==> src/rtl/dsm_cic_decimator.sv <==
`default_nettype none
// ============================================================================
//  Module   : dsm_cic_decimator
//  Purpose  : Third-order CIC (sinc^3) decimator for a 1-bit delta-sigma
//             bitstream. Bits map to +1/-1, run through three pipelined
//             integrators at the fast rate, are sampled every R accepted bits,
//             and pass through a three-stage comb. The result is a signed
//             ACC_W-bit sample at the slow rate with a DC gain of R^3.
//  Ports    : clock      - fast clock
//             reset      - synchronous, active-low reset
//             bit_in     - modulator bit (1 => +1, 0 => -1)
//             bit_valid  - qualifies bit_in; filter state holds when low
//             dout       - decimated sample, two's complement
//             dout_valid - one-cycle pulse when dout is new (after warm-up)
//             settled    - high once warm-up is done, until the next reset
//  Revision : 1.0 - initial release
// ============================================================================
module dsm_cic_decimator #(
    parameter int R     = 50,
    parameter int ACC_W = 20,
    parameter int CNT_W = 6
) (
    input  logic             clock,
    input  logic             reset,
    input  logic             bit_in,
    input  logic             bit_valid,
    output logic [ACC_W-1:0] dout,
    output logic             dout_valid,
    output logic             settled
);

    localparam logic [CNT_W-1:0] CNT_LAST = CNT_W'(R - 1);
    localparam logic [CNT_W-1:0] CNT_ZERO = '0;
    localparam logic [1:0]       WARM_DONE = 2'd3;

    // Input mapped to +1 / -1 at full accumulator width.
    logic [ACC_W-1:0] x;
    assign x = bit_in ? ACC_W'(1) : {ACC_W{1'b1}};

    // Integrator chain. All arithmetic wraps modulo 2^ACC_W on purpose: the
    // comb differences recover the correct value as long as ACC_W covers the
    // R^3 gain, so no saturation or overflow detection is wanted.
    logic [ACC_W-1:0] i1, i2, i3;

    // Decimation counter and sample strobe.
    logic [CNT_W-1:0] cnt;
    logic             strobe;
    assign strobe = bit_valid && (cnt == CNT_LAST);

    // Sample register plus a flag marking that the comb runs on the next edge.
    logic [ACC_W-1:0] samp;
    logic             comb_pending;

    // Comb delay line and combinational differences.
    logic [ACC_W-1:0] d1, d2, d3;
    logic [ACC_W-1:0] c1, c2, c3;
    assign c1 = samp - d1;
    assign c2 = c1 - d2;
    assign c3 = c2 - d3;

    // Counts the first comb updates after reset; the filter history is not
    // fully populated until the fourth update.
    logic [1:0] warm_cnt;

    always_ff @(posedge clock) begin
        if (!reset) begin
            i1           <= '0;
            i2           <= '0;
            i3           <= '0;
            cnt          <= '0;
            samp         <= '0;
            comb_pending <= 1'b0;
        end else begin
            if (bit_valid) begin
                // Pipelined: each stage sums the pre-edge value of the one before.
                i1  <= i1 + x;
                i2  <= i2 + i1;
                i3  <= i3 + i2;
                cnt <= (cnt == CNT_LAST) ? CNT_ZERO : cnt + 1'b1;
            end
            if (strobe) begin
                samp <= i3;
            end
            // R >= 2 guarantees a new strobe never coincides with this update.
            comb_pending <= strobe;
        end
    end

    always_ff @(posedge clock) begin
        if (!reset) begin
            d1         <= '0;
            d2         <= '0;
            d3         <= '0;
            dout       <= '0;
            dout_valid <= 1'b0;
            settled    <= 1'b0;
            warm_cnt   <= '0;
        end else begin
            dout_valid <= 1'b0;
            if (comb_pending) begin
                d1   <= samp;
                d2   <= c1;
                d3   <= c2;
                dout <= c3;
                if (warm_cnt == WARM_DONE) begin
                    dout_valid <= 1'b1;
                    settled    <= 1'b1;
                end else begin
                    warm_cnt <= warm_cnt + 1'b1;
                end
            end
        end
    end

endmodule
`default_nettype wire
==> config.mk <==
export PLATFORM = sky130hd
export DESIGN_NAME = dsm_cic_decimator
export DESIGN_NICKNAME = d
export VERILOG_FILES = /design/src/rtl/dsm_cic_decimator.sv
export SDC_FILE = /design/constraint.sdc
export NUM_CORES = 1
export LEC_CHECK = 0
export CORE_ASPECT_RATIO = 1.75
export CORE_UTILIZATION = 57
export DETAILED_ROUTE_END_ITERATION = 8
export GPL_TIMING_DRIVEN = 0
export PLACE_DENSITY_LB_ADDON = 0.1
export SYNTH_ARGS = -nofsm -noshare
export SYNTH_HDL_FRONTEND = slang
export SYNTH_SLANG_ARGS = --single-unit
export TNS_END_PERCENT = 30
==> constraint.sdc <==
create_clock -name clock -period 5.75 [get_ports clock]
set_clock_uncertainty 0.05 [all_clocks]
set_input_delay 0.8625 -clock clock [delete_from_list [all_inputs] [get_ports clock]]
set_output_delay 0.8625 -clock clock [all_outputs]
set_load 0.005 [all_outputs]
==> results.yml, run 1 <==
drt:
  via_per_inst: 5.924
  post_drt_wl_per_cell_um: 17.48
  vias: 10440
  firstDrtPassIters: 7
  drc: 4
  drtIter0Drc: 405
  ant_nets: 0
  wirelength_um: 30810
clock_tree:
  clock_latency_ps: 440
  cts_made_buffers: 17
  clock_path_buffers: 2
  cts.sinks: 171
  clkSlewWorstSetupHoldPaths_ps: 70
  cts_tree: "built"
  cts-root-buf: "clkbuf_16"
  htree_levels: 4
pwr:
  power_frac_seq_pct: 43.6
  comb_power_share_pct: 19.5
  switching_power_uw: 898.5
  power_density_nw_per_um2: 223.2
  swShare_pct: 30.14
  leakagePower_nw: 5.426
  p_clk_share_pct: 36.8
  peakVddDrop_v: 0.0002180
  p_int_mw: 2.083
run_status:
  failed_checks: "DRC"
  status: "complete, but fails checks"
global_route:
  grt_max_degree: 22
  antenna_found_initial: 0
  grt_pass1_wl_um: 48470
  grt_use_total_pct: 28.20
  grt_pass1_vias: 10160
  overflow: 0
sta:
  fmax_ghz: 0.1773
  min_period_ps: 5640
  fin_hold_ws_ps: 426.7
  rsz0062_at_grt: "yes"
  hold_violations: 0
  slew_violations: 0
  slew_headroom_pct: 20.78
  setup_viol: 0
  tightest_slew_ps: 1188
  fin_crit_sh_pct: 98.08
critical_path:
  cp-start-kind: "flip-flop"
  critical_path.endpoint_type: "flip-flop"
  cp_common_cell: "a21oi_2"
  worst-setup-path-type: "reg2reg"
  worstReg2RegStart: "samp[0]$_SDFFE_PN0P_"
  cp_slowest_cell: "ha_1"
  slowest_delay_ps: 360
  required_ps: 6030
  cp_max_fo: 3
  cp_data_arrival_time_ps: 5920
  crit_start: "samp[0]$_SDFFE_PN0P_"
yosys:
  synth_area_leader_cell: "dfxtp_1"
  syn-num-nets: 1568
  async_reset_ff_share_pct: 0
  synth-seq-cells: 171
  synth.distinct_cells: 65
  synth_ff_type: "dfxtp_1"
  syn_area_per_cell_um2: 8.327
  ys_warn_count: 0
  syn_area_um2: 12010
  syn-instance-count: 1442
  synth-seq-area-share_pct: 28.51
  netlist.area_leader.share_pct: 28.51
  synth_area_leaders: "dfxtp_1 (29%), ha_1 (12%), mux2i_1 (6.7%)"
  synth_edf_count: 0
finish:
  drive_above_1_share_pct: 5.680
  final_common_cell: "dfxtp_1"
  multi_input_area_um2: 8094
  fin_nets: 1627
  layout_common_cells: "dfxtp_1 (169), nand2_1 (115), ha_1 (114), inv_1 (103), nor2b_1 (102)"
  post-route-cell-area_um2: 13360
  area_growth_pct: 11.23
  num_antenna_cells: 0
  nFillCells: 1832
  seq_area_um2: 3426
placement:
  post-dp-hpwl_um: 23690
  place.gp.congestion: 0.8728
  dpl-instance-area_um2: 12550
  port_buffers: 23
floorplan:
  coreArea_um2: 20460
  start_util_pct: 58.69
  rows: 69
  die_w_um: 111.7
  fp.dieArea_um2: 21670
  ioPinCount: 26
  die_h_um: 194.0
hold_path:
  hp-class: "reg2reg"
  min_from: "dout[11]$_SDFFE_PN0P_"
run:
  drv_cap: 0
what timing repair did:
item                                    4_1_cts  5_1_grt
pin swaps                                     3       31
hold buffers                                  0        0
gates resized for setup                      12       21
endpoints found under the setup margin        5        4
buffers inserted                              4       13
critical path, delay by kind of cell, from the launching register on:
family | cells | cell delay [ps]
buf+inv | 4 | 340
xor+xnor | 2 | 250
flops | 1 | 330
simple gates | 5 | 680
fa+ha+maj | 4 | 1180
compound gates | 14 | 2730
area by class of cell:
type | instances | area share [%]
multi-input combinational | 1109 | 60.60
tap | 248 | 2.323
inverter | 105 | 2.951
buffer | 57 | 1.602
clock buffer | 21 | 3.522
clock inverter | 11 | 0.6464
timing repair buffer | 40 | 2.707
sequential | 171 | 25.65
cells in the mapped netlist, drive strengths merged, types with 37 or more instances:
library cell and count:
nor2 67, inv 105, nand3 51, clkbuf 50, ha 116, a21oi 87, nor2b 102, xnor2 56
o21ai 60, a21o 43, dfxtp 171, a21boi 37, nand2 115, mux2i 80
stage by stage:
step	total power, mW	utilization [%]	TNS, ps	std cells	setup WS [ps]
floorplan	1.770	-	0	1442	311.8
finish	2.981	65.28	0	1762	110.5
CTS	2.983	64.42	0	1749	44.72
global placement	1.886	61.33	-937.7	1713	-700.5
detailed placement	1.903	61.33	-1363	1713	-802.1
global route	3.111	65.28	-120.6	1762	-120.6
sequential cells by signal, indices dropped and copies added, names as in the netlist:
name          count
d1               20
d2               20
d3               20
dout             20
i1               20
i2               20
i3               20
samp             20
cnt               6
warm_cnt          2
comb_pending      1
dout_valid        1
settled           1
path summary, 6_finish.rpt:
path / to / slack [ps] / cells after the start
min: dout[11]$_SDFFE_PN0P_ / 430 / 2
max reg2reg: dout[19]$_SDFFE_PN0P_ / 110 / 29
min reg2reg: dout[11]$_SDFFE_PN0P_ / 430 / 2
max: dout[19]$_SDFFE_PN0P_ / 110 / 29
per-layer routing:
layer	vias up	GRT usage (%)	routed length, um	share of wire, %
met1	4956	26.74	11550	38
li1	5243	-	-	-
met3	73	2.876	594	1.9
met4	0	15.77	1470	4.8
met5	-	0	0	0
met2	166	57.10	17180	56
kinds of logic after synthesis:
group / Yosys count / synth area share [%]
simple gates: 468 / 20.54
compound gates: 355 / 20.01
flops: 171 / 28.51
buf+inv: 162 / 5.064
fa+ha+maj: 122 / 13.09
xor+xnor: 84 / 6.127
mux: 80 / 6.669
power groups by stage:
stage / Clock (mW) / Sequential [mW] / Combinational, mW
global route: 1.16 / 1.31 / 0.647
CTS: 1.10 / 1.30 / 0.580
detailed placement: 0 / 1.33 / 0.577
floorplan: 0 / 1.31 / 0.461
finish: 1.10 / 1.30 / 0.582
global placement: 0 / 1.32 / 0.562
(Power assumes the default switching activity.)
==> inputs of run 2 (changes only) <==
- CORE_UTILIZATION: 57 -> 50
- SLEW_MARGIN: unset -> 25
==> run 2 against run 1 <==
  * The run now ends clean
  * Worst hold slack better by 3.0 ps
  * Maximum frequency up 1.7%
  * Total power up 3.0%
  * Final area up 0.91%
  * Flip-flop and latch count unchanged
  * Non-clock buffer count up 3
  * Count of clock-buffer cells in the layout down 4
  * Die area up 14%
  * Sequential power about the same
  * Cell count up 3.3%
  * Critical path depth down 1
  * Critical path type unchanged
==> results.yml, run 2 (synthesized netlist as in run 1, its figures left out) <==
clock_tree:
  cts.sinks: 171
  cts-root-buf: "clkbuf_16"
  htree_levels: 4
  clock_path_buffers: 2
  cts_made_buffers: 17
  cts_tree: "built"
  clkSlewWorstSetupHoldPaths_ps: 70
  clock_latency_ps: 450
  cts_hold_buf: 0
critical_path:
  cp_data_arrival_time_ps: 5840
  cp_max_fo: 4
  cp_common_cell: "a21o_1"
  cp-start-kind: "flip-flop"
  cp_slowest_cell: "ha_1"
  slowest_delay_ps: 370
  critical_path.endpoint_type: "flip-flop"
  worst-setup-path-type: "reg2reg"
  required_ps: 6040
drt:
  via_per_inst: 5.684
  drtIter0Drc: 341
  drc: 0
  firstDrtPassIters: 5
  ant_nets: 0
  vias: 10350
  post_drt_wl_per_cell_um: 17.21
  wirelength_um: 31340
sta:
  slew_headroom_pct: 27.02
  fin_hold_ws_ps: 429.7
  slew_violations: 0
  worst_slack_ps: 207.2
  fin_crit_sh_pct: 96.40
  hold_violations: 0
  fmax_ghz: 0.1804
  tns_ps: 0
  setup_viol: 0
  tightest_slew_ps: 1095
  min_period_ps: 5543
placement:
  place_ws_ps: -851.5
  dp.cells: 1769
  port_buffers: 23
  post-dp-hpwl_um: 24230
  place.gp.congestion: 0.9297
  dpl-instance-area_um2: 12620
finish:
  utilization_pct: 57.54
  post-route-cell-area_um2: 13480
  nFillCells: 2194
  num_antenna_cells: 0
  area_growth_pct: 12.24
  seq_area_um2: 3425
  drive_above_1_share_pct: 5.801
  multi_input_area_um2: 8093
  final_common_cell: "dfxtp_1"
  fin_nets: 1630
  layout_common_cells: "dfxtp_1 (170), nand2_1 (115), ha_1 (113), inv_1 (105), nor2b_1 (102)"
  final_cells: 1821
floorplan:
  start_util_pct: 51.26
  coreArea_um2: 23430
  rows: 74
  ioPinCount: 26
  die_h_um: 207.0
  fp.dieArea_um2: 24660
  die_w_um: 119.1
global_route:
  grt_use_total_pct: 26.06
  antenna_found_initial: 0
  grt_pass1_vias: 10070
  grt_pass1_wl_um: 50180
  grt_max_degree: 22
  overflow: 0
run:
  drv_cap: 0
pwr:
  p_clk_share_pct: 38.7
  switching_power_uw: 933.0
  peakVddDrop_v: 0.0002183
  p_int_mw: 2.139
  total_power_mw: 3.072
  comb_power_share_pct: 19.0
  power_density_nw_per_um2: 227.9
  leakagePower_nw: 5.447
  power_frac_seq_pct: 42.3
  swShare_pct: 30.38
run_status:
  status: "finished, final reports clean"
hold_path:
  hp-class: "reg2reg"
-- run 2: final cells by class --
| class | instances | area share [%] |
|---|---|---|
| Buffer | 57 | 1.587 |
| Clock buffer | 17 | 3.156 |
| Clock inverter | 15 | 1.207 |
| Inverter | 105 | 2.924 |
| Multi-Input combinational cell | 1109 | 60.04 |
| Sequential cell | 171 | 25.41 |
| Tap cell | 304 | 2.822 |
| Timing Repair Buffer | 43 | 2.850 |
-- run 2: metal layers --
layer	wire (um)	global-route usage (%)	up-vias
li1	-	-	5248
met1	11630	25.13	4865
met2	17670	52.39	168
met3	841	4.185	70
met4	1202	11.44	0
met5	0	0	-
-- run 2: repair_timing --
| item | CTS | global route |
|---|---|---|
| gates resized for setup | 12 | 17 |
| pin swaps | 5 | 23 |
| endpoints found under the setup margin | 5 | 2 |
| buffers inserted | 4 | 16 |
-- run 2: power by group through the flow --
stage	clock network (mW)	registers [mW]	logic [mW]
floorplan	0	1.31	0.461
global placement	0	1.32	0.569
detailed placement	0	1.33	0.580
CTS	1.21	1.30	0.584
global route	1.26	1.31	0.655
finish	1.19	1.30	0.584
-- run 2: worst max-delay path, delay by kind of cell, from the launching register on --
| kind | cells | cell delay, ps |
|---|---|---|
| buf+inv | 3 | 230 |
| xor+xnor | 3 | 380 |
| simple gates | 5 | 780 |
| fa+ha+maj | 4 | 1240 |
| compound gates | 13 | 2410 |
| flops | 1 | 330 |
-- run 2: final timing paths --
| path | slack, ps | to | cells after the start | from |
|---|---|---|---|---|
| worst min-delay path | 430 | dout[0]$_SDFFE_PN0P_ | 1 | dout[0]$_SDFFE_PN0P_ |
| worst max-delay path | 210 | dout[19]$_SDFFE_PN0P_ | 28 | samp[0]$_SDFFE_PN0P_ |
| worst max register to register | 210 | dout[19]$_SDFFE_PN0P_ | 28 | samp[0]$_SDFFE_PN0P_ |
| worst min register to register | 430 | dout[0]$_SDFFE_PN0P_ | 1 | dout[0]$_SDFFE_PN0P_ |
==> inputs of run 3 (changes only) <==
- HOLD_SLACK_MARGIN: unset -> 0.05
==> results of run 3 <==
Same layout as run 2: the final DEF is identical, and so are final timing and power.
